## src/rtl/multicycle_decode.sv

```systemverilog
// Multi-cycle decode/execute FSM for the FakeCPU core: one instruction per run/ok handshake.
// Optional beq/bne support is built when MULTICYCLE_DECODE_BRANCH_EN is defined.
module multicycle_decode #(
  parameter int DATA_W     = 32,
  parameter int REG_AW     = 5,
  parameter int MEM_AW     = 17,
  parameter int PC_W       = 19,
  parameter int MEM_RD_LAT = 1
) (
  input  logic              clk,
  input  logic              rst_n,
  input  logic              run,
  input  logic [31:0]       instr,
  input  logic [PC_W-1:0]   pc,
  output logic              ok,
  output logic              illegal,
  output logic              ovf,
  output logic [REG_AW-1:0] reg_raddr,
  input  logic [DATA_W-1:0] reg_rdata,
  output logic [REG_AW-1:0] reg_waddr,
  output logic [DATA_W-1:0] reg_wdata,
  output logic              reg_wren,
  output logic [MEM_AW-1:0] mem_raddr,
  input  logic [DATA_W-1:0] mem_rdata,
  output logic [MEM_AW-1:0] mem_waddr,
  output logic [DATA_W-1:0] mem_wdata,
  output logic              mem_wren,
  output logic [PC_W-1:0]   pc_wdata,
  output logic              pc_wren
);

  localparam int MSB = DATA_W - 1;
  localparam logic [5:0] OP_R     = 6'h00;
  localparam logic [5:0] OP_J     = 6'h02;
  localparam logic [5:0] OP_BLEZ  = 6'h06;
  localparam logic [5:0] OP_ADDI  = 6'h08;
  localparam logic [5:0] OP_ADDIU = 6'h09;
  localparam logic [5:0] OP_SLTI  = 6'h0a;
  localparam logic [5:0] OP_SLTIU = 6'h0b;
  localparam logic [5:0] OP_ANDI  = 6'h0c;
  localparam logic [5:0] OP_ORI   = 6'h0d;
  localparam logic [5:0] OP_XORI  = 6'h0e;
  localparam logic [5:0] OP_LW    = 6'h23;
  localparam logic [5:0] OP_SW    = 6'h2b;
`ifdef MULTICYCLE_DECODE_BRANCH_EN
  localparam logic [5:0] OP_BEQ   = 6'h04;
  localparam logic [5:0] OP_BNE   = 6'h05;
`endif

  typedef enum logic [2:0] {IDLE, DECODE, RD_RS, RD_RT, EXEC, MEM_WAIT, WB, DONE} state_t;

  state_t            state;
  logic [5:0]        ir_op;
  logic [5:0]        ir_fn;
  logic [REG_AW-1:0] ir_rt;
  logic [REG_AW-1:0] ir_rd;
  logic [25:0]       ir_imm26;
  logic [DATA_W-1:0] rs_val;
  logic [2:0]        cnt;

  function automatic logic is_legal(input logic [5:0] op, input logic [5:0] fn);
    case (op)
      OP_R: is_legal = (fn <= 6'h07) || (fn == 6'h0a) || (fn == 6'h0b);
      OP_J, OP_BLEZ, OP_ADDI, OP_ADDIU, OP_SLTI, OP_SLTIU,
      OP_ANDI, OP_ORI, OP_XORI, OP_LW, OP_SW: is_legal = 1'b1;
`ifdef MULTICYCLE_DECODE_BRANCH_EN
      OP_BEQ, OP_BNE: is_legal = 1'b1;
`endif
      default: is_legal = 1'b0;
    endcase
  endfunction

  logic signed [15:0] imm16;
  logic [DATA_W-1:0]  imm_sx, imm_zx, opa, opb, sum, diff, alu_res;
  logic [5:0]         alu_fn;
  logic               short_path, rt_read, alu_ovf, blez_taken;
  logic [REG_AW-1:0]  dest;
  logic [MEM_AW-1:0]  ea;
  logic [PC_W-1:0]    br_target, j_target;
`ifdef MULTICYCLE_DECODE_BRANCH_EN
  logic               beq_taken;
`endif

  // Operand selection and ALU. Short-path ops see rs data directly on reg_rdata in EXEC.
  always_comb begin
    imm16      = ir_imm26[25:10];
    imm_sx     = DATA_W'(imm16);
    imm_zx     = DATA_W'(ir_imm26[25:10]);
    short_path = (ir_op == OP_LW) || (ir_op == OP_BLEZ) || (ir_op == OP_J);
    rt_read    = (ir_op == OP_R) || (ir_op == OP_SW);
`ifdef MULTICYCLE_DECODE_BRANCH_EN
    rt_read    = rt_read || (ir_op == OP_BEQ) || (ir_op == OP_BNE);
`endif
    opa = short_path ? reg_rdata : rs_val;
    case (ir_op)
      OP_ADDI:  begin opb = imm_sx; alu_fn = 6'h00; end
      OP_ADDIU: begin opb = imm_sx; alu_fn = 6'h01; end
      OP_SLTI:  begin opb = imm_sx; alu_fn = 6'h0a; end
      OP_SLTIU: begin opb = imm_sx; alu_fn = 6'h0b; end
      OP_ANDI:  begin opb = imm_zx; alu_fn = 6'h04; end
      OP_ORI:   begin opb = imm_zx; alu_fn = 6'h05; end
      OP_XORI:  begin opb = imm_zx; alu_fn = 6'h06; end
      default:  begin opb = reg_rdata; alu_fn = ir_fn; end
    endcase
    sum     = opa + opb;
    diff    = opa - opb;
    alu_ovf = 1'b0;
    case (alu_fn)
      6'h00: begin
        alu_res = sum;
        alu_ovf = (opa[MSB] == opb[MSB]) && (sum[MSB] != opa[MSB]);
      end
      6'h01: alu_res = sum;
      6'h02: begin
        alu_res = diff;
        alu_ovf = (opa[MSB] != opb[MSB]) && (diff[MSB] != opa[MSB]);
      end
      6'h03: alu_res = diff;
      6'h04: alu_res = opa & opb;
      6'h05: alu_res = opa | opb;
      6'h06: alu_res = opa ^ opb;
      6'h07: alu_res = ~(opa | opb);
      6'h0a: alu_res = DATA_W'($signed(opa) < $signed(opb));
      6'h0b: alu_res = DATA_W'(opa < opb);
      default: alu_res = '0;
    endcase
    dest       = (ir_op == OP_R) ? ir_rd : ir_rt;
    ea         = MEM_AW'(opa + imm_sx);
    br_target  = pc + PC_W'(32'd4) + (PC_W'(imm16) << 2);
    j_target   = PC_W'({ir_imm26, 2'b00});
    blez_taken = opa[MSB] || (opa == '0);
`ifdef MULTICYCLE_DECODE_BRANCH_EN
    beq_taken  = (ir_op == OP_BEQ) ? (opa == reg_rdata) : (opa != reg_rdata);
`endif
  end

  // Control FSM; all outputs registered, write strobes self-clear every cycle.
  always_ff @(posedge clk) begin
    if (!rst_n) begin
      state     <= IDLE;
      ok        <= 1'b0;
      illegal   <= 1'b0;
      ovf       <= 1'b0;
      reg_raddr <= '0;
      reg_waddr <= '0;
      reg_wdata <= '0;
      reg_wren  <= 1'b0;
      mem_raddr <= '0;
      mem_waddr <= '0;
      mem_wdata <= '0;
      mem_wren  <= 1'b0;
      pc_wdata  <= '0;
      pc_wren   <= 1'b0;
      ir_op     <= '0;
      ir_fn     <= '0;
      ir_rt     <= '0;
      ir_rd     <= '0;
      ir_imm26  <= '0;
      rs_val    <= '0;
      cnt       <= '0;
    end else begin
      reg_wren <= 1'b0;
      mem_wren <= 1'b0;
      pc_wren  <= 1'b0;
      if (state != IDLE && !run) begin
        state   <= IDLE;
        ok      <= 1'b0;
        illegal <= 1'b0;
        ovf     <= 1'b0;
      end else begin
        case (state)
          IDLE: begin
            ok      <= 1'b0;
            illegal <= 1'b0;
            ovf     <= 1'b0;
            state   <= (run && !ok) ? DECODE : IDLE;
          end
          DECODE: begin
            ir_op    <= instr[5:0];
            ir_fn    <= instr[31:26];
            ir_rt    <= REG_AW'(instr[15:11]);
            ir_rd    <= REG_AW'(instr[20:16]);
            ir_imm26 <= instr[31:6];
            if (is_legal(instr[5:0], instr[31:26])) begin
              reg_raddr <= REG_AW'(instr[10:6]);
              state     <= RD_RS;
            end else begin
              illegal <= 1'b1;
              ok      <= 1'b1;
              state   <= DONE;
            end
          end
          RD_RS: begin
            if (rt_read) reg_raddr <= ir_rt;
            state <= short_path ? EXEC : RD_RT;
          end
          RD_RT: begin
            rs_val <= reg_rdata;
            state  <= EXEC;
          end
          EXEC: begin
            case (ir_op)
              OP_LW: begin
                mem_raddr <= ea;
                cnt       <= 3'(MEM_RD_LAT);
                state     <= MEM_WAIT;
              end
              OP_SW: begin
                mem_waddr <= ea;
                mem_wdata <= reg_rdata;
                mem_wren  <= 1'b1;
                ok        <= 1'b1;
                state     <= DONE;
              end
              OP_BLEZ: begin
                pc_wdata <= br_target;
                pc_wren  <= blez_taken;
                ok       <= 1'b1;
                state    <= DONE;
              end
              OP_J: begin
                pc_wdata <= j_target;
                pc_wren  <= 1'b1;
                ok       <= 1'b1;
                state    <= DONE;
              end
`ifdef MULTICYCLE_DECODE_BRANCH_EN
              OP_BEQ, OP_BNE: begin
                pc_wdata <= br_target;
                pc_wren  <= beq_taken;
                ok       <= 1'b1;
                state    <= DONE;
              end
`endif
              default: begin
                reg_waddr <= dest;
                reg_wdata <= alu_res;
                ovf       <= alu_ovf;
                reg_wren  <= !alu_ovf && (dest != '0);
                state     <= WB;
              end
            endcase
          end
          MEM_WAIT: begin
            if (cnt == 3'd0) begin
              reg_waddr <= dest;
              reg_wdata <= mem_rdata;
              reg_wren  <= (dest != '0);
              state     <= WB;
            end else begin
              cnt <= cnt - 3'd1;
            end
          end
          WB: begin
            ok    <= 1'b1;
            state <= DONE;
          end
          DONE: state <= DONE;
          default: state <= IDLE;
        endcase
      end
    end
  end

endmodule
```

## config.mk

```make
export PLATFORM = sky130hd
export DESIGN_NAME = multicycle_decode
export DESIGN_NICKNAME = d
export VERILOG_FILES = /design/src/rtl/multicycle_decode.sv
export SDC_FILE = /design/constraint.sdc
export NUM_CORES = 1
export LEC_CHECK = 0
export ABC_CLOCK_PERIOD_IN_PS = 4540
export CORE_UTILIZATION = 49
export CTS_BUF_LIST = sky130_fd_sc_hd__clkbuf_2
export DETAILED_ROUTE_END_ITERATION = 8
export PLACE_DENSITY = 0.77
export SYNTH_ARGS = -nofsm -noshare
export SYNTH_HDL_FRONTEND = slang
export SYNTH_SLANG_ARGS = --single-unit
```

## constraint.sdc

```tcl
create_clock -name clk -period 4.54 [get_ports clk]
set_input_delay 0.908 -clock clk [delete_from_list [all_inputs] [get_ports clk]]
set_output_delay 0.908 -clock clk [all_outputs]
set_load 0.01 [all_outputs]
```

==> results.md <==
* Post-synth top flop: dfxtp_1
* Share of cells above drive strength 1 at ~17%
* Hold Crit Start: mem_wdata[8]
* Mux cell area share after synthesis at 3.41%
* Largest net degree at the start of global routing at between 60 and 70
* Clock group share of total power at roughly 16%
* Syn nets at 2410
* Min cycle time layout at between 4 and 5 ns
* Worst Skew at 0.125 ns
* Unrepaired setup endpoints after global routing: false
* Number of global-route vias before repair at 18100
* Antenna Nets Post-Route at 0
* TritonCTS Buffers at 53
* Largest family of logic cells by synthesized area: compound AO/OA/AOI/OAI gates
* Startpoint Class: flip-flop
* Asr flop ratio synth at 0%
* Num ports at around 250
* Dpl hpwl at ~53000 µm
* Synthesis-to-layout area growth at 34.1%
* Sequential share of power at a little over a quarter
* Sequential share of the synthesized area at approximately a quarter
* Crit path DAT at 5.22 ns
* RR Startpoint: ir_op[0]
* Crit-path most repeated cell: buf_4
* Worst-path clk slew at around 0.10 ns
* DP Cell Count at ~3000
* Leakage at 0.00952 µW
* Via density at approximately 6.1
* GP Congestion at ~1.1
* Worst IR Drop VDD at between 0.2 and 0.3 mV
* Post-synth top area cell: dfxtp_1
* Int Pwr at 4210 µW
* CP max stage cell: a221oi_2
* Slew margin rel. at 19.5%
* Detailed-route via count at 18600
* Req. time, crit path at roughly 5.4 ns
* Finish-stage setup viols at 0
* Crit-path max FO at 13
* # DRC at 0
* Net switching power at about 3600 µW
* Initial drt markers at 1552
* Final design utilization at between 60% and 70%
* Post-Route WL at between 60000 and 70000 µm
* Nets at 2903
* Max Slew Vio Count at 0
* Die area at between 0.03 and 0.04 mm²
* Wire length per cell at between 20 and 25 µm
* Fin area at around 0.021 mm²
* XOR/XNOR Fraction of Synth Area at between 1.5 and 2%
* Final hold slack at ~0.46 ns
* Post-Synth Simple-Gate Area at between 20% and 30%
* Clk buf depth at 3
* Post-synth top area share at about a quarter
* Fillers at 2727
* FF-to-FF path depth at 19
* Slowest Stage Delay on Critical Path at 0.50 ns
* CTS tree: done
* Clk_lat worst skew at 1.01 ns
* Hold path cells at 2
* Final Hold Viols at 0
* Post-Syn Area at around 0.016 mm²
* Grt ovf at 0
* Post-synthesis adder-cell area fraction at about an eighth
* Die Span Y at 181 µm
* Max Cap Viol at 0
* Crit-path cells: inv_1, nor3b_1, o211ai_1, buf_12, mux2i_1, inv_1, ha_1, buf_4, o21bai_1, a2111oi_1, buf_4, o2111a_1, or2_2, o21ai_2, buf_4, a21boi_1, o21ai_0, a221oi_2, o21ai_1
* FF+latch area at 0.00407 mm²
* Main area contributors after synthesis: dfxtp_1, ha_1, nand2_1
* Combinational power share at a little under three fifths
* CP endpoint kind: flip-flop
* Starting Density at roughly 50%
* Number of synthesized flops with an enable pin at 0
* Number of I/O port buffers at 250
* Global-route wire length before repair at just over 100000 µm
* Buffer count from post-CTS setup fixing at 0
* Hold worst-path end: mem_wdata[8]
* Total track usage at between 40% and 50%
* Antenna violations before repair at 2
* Fin cells at between 3000 and 4000
* Compound-Gate Fraction of Synth Area at about 29%
* H-tree depth at 2
* Die Wd at 181 µm
* Run status: completed
* R2r endpoint: reg_wdata[18]
* Setup Crit Path Kind: flip-flop to flip-flop
* Pre-antenna DRT Iters at 5
* Seq cells post-synth at between 200 and 250
* Sw Ratio at a little under half
* R2R Setup Slk at approximately 0.21 ns
* Avg Inst Size Synth at approximately 7.4 µm²
* Sink Count at about 200
* P per Cell Area at ~370 mW/mm²
* HP Class: flip-flop to flip-flop
* Multi-input gate area at ~0.011 mm²
* Synth cell types at 96
* YS warnings at 0
* Cell count after synthesis at between 2000 and 2500
* # rows at 65
* Core Footprint at about 0.032 mm²
* CTS Hold Bufs at 0
* Final period util at 95.4%
* Worst-Margin Slew at 1.20 ns
* Placed Area at 0.0206 mm²
* F_max at 0.231 GHz
* CTS Root Cell: clkbuf_2
## registers in the layout, indices dropped and copies added, names as in the netlist, 12 cells and up
register / flops
ir_imm26: 12
mem_raddr: 17
mem_waddr: 17
mem_wdata: 32
pc_wdata: 19
reg_wdata: 32
rs_val: 32
## cell usage after synthesis, types with 11 or more instances
cell,n
nand4_1,15
a31oi_1,17
nor3_1,51
nand2_1,409
xnor2_1,26
clkbuf_1,95
nor2_1,154
ha_1,149
or3_1,11
nand3_1,33
nor4_1,12
o221ai_1,15
a21o_1,45
a211oi_1,37
inv_1,111
mux2i_1,48
o211ai_1,25
o21bai_1,21
nand2b_1,12
dfxtp_1,203
o21a_1,13
o21ai_0,93
clkbuf_8,13
o21ai_1,16
a221oi_1,24
o22ai_1,17
a21oi_1,278
## cell families after synthesis
group / count (synthesis)
flops: 203
mux: 53
compound gates: 698
fa+ha+maj: 153
simple gates: 751
xor+xnor: 34
buf+inv: 247
## critical path: cells and delay by family, from the launching register on
kind / cells / cell delay [ns]
compound gates: 9 / 1.95
fa+ha+maj: 1 / 0.40
buf+inv: 6 / 0.90
flops: 1 / 0.42
mux: 1 / 0.19
simple gates: 2 / 0.37
## cells in the final DEF (no fill, tap or decap), drive strengths merged, types with 33 or more instances in the layout
cell type,n
nand2,409
buf,322
a21oi,280
clkdlybuf4s50,250
dfxtp,203
nor2,154
ha,149
inv,114
o21ai,110
clkbuf,69
nor3,53
mux2i,48
a21o,45
a211oi,38
nand3,33
## power by group through the flow
stage	combinational, µW	clock, µW	sequential [µW]
after global placement	4210	0	2170
after CTS	4290	1290	2140
after detailed placement	4260	0	2180
after floorplan	2330	0	2180
after global routing	4670	1360	2160
final	4420	1270	2150
## layer usage
layer | vias to the layer above | wire, µm | track usage, %
met3 | 267 | 4690 | 6.31
met2 | 921 | 32000 | 68.2
met4 | 0 | 6060 | 33.5
li1 | 8593 | - | -
met1 | 8772 | 26300 | 46.9
met5 | - | 0 | 0
## layout make-up
cell class	instances	area share (%)
antenna	1	0.0118
clock buffer	69	1.63
clock inverter	16	0.438
inverter	113	2.02
multi-input combinational	1689	50.6
sequential	203	19.2
tap	402	2.38
timing repair buffer	572	23.7
## through the flow
step,power (µW),TNS (ns),setup WS [ns]
5_1_grt,8190,0,0.00516
4_1_cts,7720,0,0.0801
3_3_place_gp,6390,-0.784,-0.462
3_5_place_dp,6440,-1.67,-0.465
6_report,7840,0,0.208
2_1_floorplan,4510,0,0.0134
## how the worst max path moves through the flow
stage | start | to | slack (ns) | depth (start not counted)
final | ir_op[0] | reg_wdata[18] | 0.21 | 19
after global routing | ir_op[0] | reg_wdata[30] | 0.005 | 20
after CTS | ir_op[5] | reg_wdata[18] | 0.08 | 19
after detailed placement | reg_rdata[4] | reg_wdata[18] | -0.47 | 17
after global placement | reg_rdata[0] | reg_wdata[18] | -0.46 | 17
after floorplan | ir_op[0] | reg_wdata[31] | 0.01 | 18
## repair_timing
action | in CTS | in global routing
endpoints found under the setup margin | 2 | 20
pin swaps | 0 | 3
gates resized for setup | 2 | 17
cloned | 0 | 0
Note: power is estimated with default switching activity, not from simulation.
